===== src/rtl/rr_arb_pkg.sv =====
// rtl/rr_arb_pkg.sv - shared types, default widths and helpers for the round-robin arbiter
package rr_arb_pkg;

  typedef enum logic {IDLE, GRANT} rr_state_t;

  localparam int N_DEF        = 8;
  localparam int HOLD_MAX_DEF = 15;
  localparam int IDX_W        = $clog2(N_DEF);
  localparam int CNT_W        = $clog2(HOLD_MAX_DEF + 1);

  // One-hot (or zero) vector to bit index; an all-zero input maps to index 0.
  function automatic logic [4:0] oh2idx(input logic [31:0] oh);
    logic [4:0] r;
    r = '0;
    for (int i = 0; i < 32; i++) begin
      if (oh[i]) r = r | 5'(i);
    end
    return r;
  endfunction

endpackage


===== src/rtl/rr_arbiter_fp_sel.sv =====
// rtl/rr_arbiter_fp_sel.sv - combinational lowest-index-wins selector
module fp_sel #(
  parameter int N = 8
) (
  input  logic [N-1:0] vec_i,
  output logic [N-1:0] onehot_o,
  output logic         any_o
);

  // Two's-complement trick isolates the lowest set bit.
  always_comb begin
    onehot_o = vec_i & (~vec_i + N'(1));
    any_o    = |vec_i;
  end

endmodule


===== src/rtl/rr_arbiter.sv =====
// rtl/rr_arbiter.sv - round-robin arbiter with registered one-hot grant and hold timeout
module rr_arbiter
  import rr_arb_pkg::*;
#(
  parameter int N        = 8,
  parameter int HOLD_MAX = 15
) (
  input  logic                 clock,
  input  logic                 reset_n,
  input  logic                 en,
  input  logic [N-1:0]         req,
  input  logic                 done,
  output logic [N-1:0]         gnt,
  output logic                 gnt_valid,
  output logic [$clog2(N)-1:0] gnt_idx,
  output logic                 busy
);

  localparam int IW = $clog2(N);
  localparam int CW = (HOLD_MAX > 0) ? $clog2(HOLD_MAX + 1) : 1;

  rr_state_t         state_q, state_d;
  logic [IW-1:0]     ptr_q, ptr_d;
  logic [CW-1:0]     cnt_q, cnt_d;
  logic [N-1:0]      gnt_q, gnt_d;
  logic [IW-1:0]     idx_q, idx_d;

  logic              timeout;
  logic              release_now;
  logic [N-1:0]      req_eff;
  logic [N-1:0]      mask;
  logic [N-1:0]      hi_oh, all_oh, winner;
  logic              hi_any, all_any;
  logic [IW-1:0]     win_idx;

  // Release detection; the owner's own request is hidden in its release cycle
  // so it cannot immediately re-win.
  always_comb begin
    timeout     = (HOLD_MAX != 0) && (cnt_q == CW'(HOLD_MAX - 1));
    release_now = (state_q == GRANT) && (!en || !req[idx_q] || done || timeout);
    req_eff     = release_now ? (req & ~gnt_q) : req;
    for (int i = 0; i < N; i++) begin
      mask[i] = (IW'(i) >= ptr_q);
    end
  end

  fp_sel #(.N(N)) u_sel_hi (
    .vec_i    (req_eff & mask),
    .onehot_o (hi_oh),
    .any_o    (hi_any)
  );

  fp_sel #(.N(N)) u_sel_all (
    .vec_i    (req_eff),
    .onehot_o (all_oh),
    .any_o    (all_any)
  );

  // Prefer requesters at or above the pointer, otherwise wrap to the lowest.
  always_comb begin
    winner  = hi_any ? hi_oh : all_oh;
    win_idx = IW'(oh2idx(32'(winner)));
  end

  // Next-state: grant from idle, hold with saturating count, or hand over on release.
  always_comb begin
    state_d = state_q;
    ptr_d   = ptr_q;
    cnt_d   = cnt_q;
    gnt_d   = gnt_q;
    idx_d   = idx_q;
    case (state_q)
      IDLE: begin
        if (en && all_any) begin
          state_d = GRANT;
          gnt_d   = winner;
          idx_d   = win_idx;
          cnt_d   = '0;
        end
      end
      GRANT: begin
        if (release_now) begin
          ptr_d = idx_q + 1'b1;
          if (en && all_any) begin
            gnt_d = winner;
            idx_d = win_idx;
            cnt_d = '0;
          end else begin
            state_d = IDLE;
            gnt_d   = '0;
            idx_d   = '0;
            cnt_d   = '0;
          end
        end else if (cnt_q != CW'(HOLD_MAX)) begin
          cnt_d = cnt_q + 1'b1;
        end
      end
      default: begin
        state_d = IDLE;
        gnt_d   = '0;
        idx_d   = '0;
      end
    endcase
  end

  // State and output registers; reset clears everything immediately.
  always_ff @(posedge clock or negedge reset_n) begin
    if (!reset_n) begin
      state_q <= IDLE;
      ptr_q   <= '0;
      cnt_q   <= '0;
      gnt_q   <= '0;
      idx_q   <= '0;
    end else begin
      state_q <= state_d;
      ptr_q   <= ptr_d;
      cnt_q   <= cnt_d;
      gnt_q   <= gnt_d;
      idx_q   <= idx_d;
    end
  end

  assign gnt       = gnt_q;
  assign gnt_idx   = idx_q;
  assign gnt_valid = |gnt_q;
  assign busy      = (state_q == GRANT);

endmodule


===== config.mk =====
export PLATFORM = sky130hd
export DESIGN_NAME = rr_arbiter
export DESIGN_NICKNAME = d
export VERILOG_FILES = /design/src/rtl/rr_arb_pkg.sv /design/src/rtl/rr_arbiter_fp_sel.sv /design/src/rtl/rr_arbiter.sv
export SDC_FILE = /design/constraint.sdc
export NUM_CORES = 1
export LEC_CHECK = 0
export ABC_AREA = 1
export CAP_MARGIN = 40
export CORE_MARGIN = 2
export CORE_UTILIZATION = 25
export CTS_CLUSTER_DIAMETER = 80
export CTS_CLUSTER_SIZE = 30
export DETAILED_ROUTE_END_ITERATION = 8
export GPL_TIMING_DRIVEN = 0
export MAX_ROUTING_LAYER = met4
export SYNTH_ARGS = -nofsm -noshare
export SYNTH_HDL_FRONTEND = slang
export SYNTH_HIERARCHICAL = 1
export SYNTH_SLANG_ARGS = --single-unit

===== constraint.sdc =====
create_clock -name clock -period 7.1 [get_ports clock]
set_clock_uncertainty 0.05 [all_clocks]
set_input_delay 1.42 -clock clock [delete_from_list [all_inputs] [get_ports clock]]
set_output_delay 1.42 -clock clock [all_outputs]
set_load 0.05 [all_outputs]

==> run summary, run 1 <==
Outcome: finished clean
Reg-to-Reg End: cnt_q[1]
Actual slew at the worst max-slew pin: 513 ps
Clock Power Share: 0.132
Crit path max fanout: 7
Gpl congestion: 0.824
DRT antenna net count: 0
Cell with the most instances after synthesis: nand2_1
# rows: 29
Yosys reg bits: 19
Cell taking the most area after synthesis: dfrtp_1
WL final: 3860 µm
Post-CTS Setup Bufs: 0
Initial antenna violation count: 0
Chip Height: 83.6 µm
WHS Endpoint: ptr_q[0]
Static leakage: 1.05 nW
Worst slew margin: 0.655
Hold Crit Depth: 2
Simple-Gate Fraction of Synth Area: 0.381
First-pass GRT wire length: 6620 µm
Sequential power share: 0.284
# IOs: 25
Die W: 83.6 µm
Syn-to-layout area delta: 24.9%
Avg Inst Size Synth: 6.86 µm²
Clk slew on worst S/H paths: 80 ps
Crit path time final: 4040 ps
Post-synth cell types: 30
Pint: 0.294 mW
Most used cell, CP: nand2_1
CP Class: input port to flop
PwrDens: 301 mW/mm²
Sw frac: 0.507
Wire length per cell: 11.5 µm
Antenna cell count: 0
Top-area cell type share of the netlist area: 0.300
CP required: 7260 ps
Adder-Cell Fraction of Synth Area: 0.0237
Port bufs: 24
H-tree Lvls: 1
Clk_lat worst skew: 260 ps
Final Hold Vio Count: 0
Reg-to-Reg Start: cnt_q[0]
Post-Syn Nets: 246
Critical path endpoint category: flop
Initial core utilization: 0.254
Peak VDD IR: 0.134 mV
Ys flop type: dfrtp_1
Area contributors post-synth: dfrtp_1, nand2_1, inv_1, o21bai_4, nor2_1
Fin. max-slew vios: 0
Vias: 1439
Final setup fails: 0
Total Neg Setup Slack: 0 ps
CTS sink count: 19
Pin count of the biggest net entering global routing: 12
Vias per cell: 4.27
Worst Path Arrival: 4190 ps
Num CTS Buffers: 3
Die Area: 0.00699 mm²
Crit share post-route: 0.569
Synth async-reset ratio: 1.00
Sequential element share of the synthesized area: 0.300
Worst path max stage delay: 510 ps
Layout Nets: 276
Vias in the first global route: 1453
CTS tree: done
Compound-cell area share of the yosys netlist: 0.115
CP startpoint kind: input port
Commonest cells in the netlist: nand2_1, inv_1, nor2_1
Max clock buf depth: 2
Mux contribution to synthesized area: 0.0253
Worst hold margin: 456 ps
Reg2reg setup slack: 4090 ps
Clk root buf: clkbuf_8
Logic gate share of total power: 0.584
Fin area: 0.00198 mm²
EDFF count, synth: 0
Slowest stage cell, crit path: clkdlybuf4s50_1
XOR/XNOR share of the synthesized area: 0.0166
Maxcap violations: 0
Placement Cell Area: 0.00193 mm²
Global route overflow: 0
Post-synthesis cell area: 0.00159 mm²
Yosys warns: 6
R2R cell count: 18
Synthesized instance count: 231
Total Routing Usage GR: 0.120
Post-CTS resize count: 0
Crit-path cells: clkdlybuf4s50_1 -> nand2_1 -> nand3_1 -> nand2_1 -> nand2_2 -> nand3_1 -> nand2_1 -> inv_1 -> a21boi_0 -> nor2_1 -> nand4_1 -> nand2_1 -> inv_1 -> or2_2 -> nand2_1 -> nor2_1 -> nand2_1 -> nand2_1
HP Start: ptr_q[0]
DP Wirelength: 3150 µm
DRT Pass-1 Iters: 4
Hold WC Path Type: flop to flop
P_sw: 0.302 mW
Core Region: 0.00624 mm²
Layout cell share with drive strength beyond 1: 0.123
Drc violations: 0
Max frequency: 248 MHz
Largest family of logic cells by synthesized area: simple AND/OR/NAND/NOR gates
Iteration-0 DRC Markers: 45
# hold bufs at CTS: 0
RSZ-0062 raised after global routing: no
## stage by stage
stage           util  total power, mW  cells  setup slack [ps]
6_report       0.317            0.596    337              3060
5_1_grt        0.317            0.643    337              2690
4_1_cts        0.317            0.604    337              3110
3_5_place_dp   0.310            0.523    333              2840
3_3_place_gp   0.308            0.521    332              2830
2_1_floorplan      -            0.419    231              3630
## kinds of logic (layout without fill, tap and decap cells)
logic type | count (synthesis) | count (layout)
AOI/OAI and AO/OA | 19 | 19
xor gates and xnor gates | 3 | 3
DFF | 19 | 19
muxes | 4 | 4
adders and majority gates | 3 | 3
buffers and inverters | 51 | 80
and+or+nand+nor | 132 | 132
## routing by layer
metal,up-vias,part of all wire,global-route usage
li1,767,-,-
met1,645,0.46,0.142
met2,19,0.49,0.209
met3,8,0.022,0.0129
met4,0,0.021,0.0455
met5,-,0,-
## flip-flops by register name, indices dropped and copies added (netlist names)
| name | cells |
|---|---|
| cnt_q | 4 |
| ptr_q | 3 |
| gnt | 8 |
| gnt_idx | 3 |
| busy | 1 |
## cell usage in the layout, fill, tap and decap left out, types with 2 or more instances in the layout
| cell | instances |
|---|---|
| nand2_1 | 66 |
| inv_1 | 43 |
| nor2_1 | 28 |
| clkdlybuf4s50_1 | 24 |
| nand3_1 | 20 |
| dfrtp_1 | 19 |
| o21ai_0 | 7 |
| o21bai_4 | 6 |
| mux2i_1 | 4 |
| nor2_2 | 4 |
| inv_2 | 3 |
| ha_1 | 3 |
| clkbuf_8 | 3 |
| nand2_2 | 2 |
| buf_6 | 2 |
| a21oi_1 | 2 |
| nor4_1 | 2 |
| o21ai_1 | 2 |
| xor2_1 | 2 |
| nor2_4 | 2 |
| nand3_2 | 2 |
| nand4_1 | 2 |
| buf_4 | 2 |
## worst max path at each step
stage | endpoint | cells past startpoint | slack (ps) | from
after detailed placement | cnt_q[1] | 18 | 2840 | req[7]
final | cnt_q[1] | 18 | 3060 | req[7]
after CTS | cnt_q[1] | 18 | 3110 | req[7]
after floorplan | cnt_q[2] | 18 | 3630 | req[7]
after global routing | cnt_q[1] | 18 | 2690 | req[7]
after global placement | cnt_q[1] | 18 | 2830 | req[7]
## final cells by class
class / count / area [µm²]
fill: 690 / 4260
multi-input combinational: 161 / 891
sequential: 19 / 475
timing repair buffer: 25 / 251
inverter: 46 / 173
tap: 77 / 96.3
buffer: 5 / 46.3
clock buffer: 3 / 41.3
clock inverter: 1 / 5.00
## worst max-delay path: cells and delay by family
family	cells	cell delay, ps
AOI/OAI and AO/OA	1	430
buffers and inverters	3	770
and+or+nand+nor	14	1550
## power groups by stage
| stage | Combinational (mW) | Clock (mW) | Sequential [mW] |
|---|---|---|---|
| final | 0.348 | 0.0787 | 0.169 |
| after global routing | 0.383 | 0.0862 | 0.174 |
| after CTS | 0.352 | 0.0823 | 0.170 |
| after detailed placement | 0.350 | 0 | 0.173 |
| after global placement | 0.349 | 0 | 0.172 |
| after floorplan | 0.196 | 0 | 0.223 |
No activity file was read; power rests on OpenSTA's default activity.
==> run 2: changes to the inputs <==
- clock period: 7.1 -> 4.2 ns (I/O delays scaled with it)
==> results of run 2 <==
Same layout as run 1 (identical final DEF). Status: finished clean.
Among the figures that moved: setup slack after placement 2840 ps -> 516 ps; setup slack after layout 3060 ps -> 743 ps; register-to-register setup slack 4090 ps -> 1190 ps; total power 0.596 mW -> 1.01 mW; worst IR drop on VDD 0.134 mV -> 0.226 mV
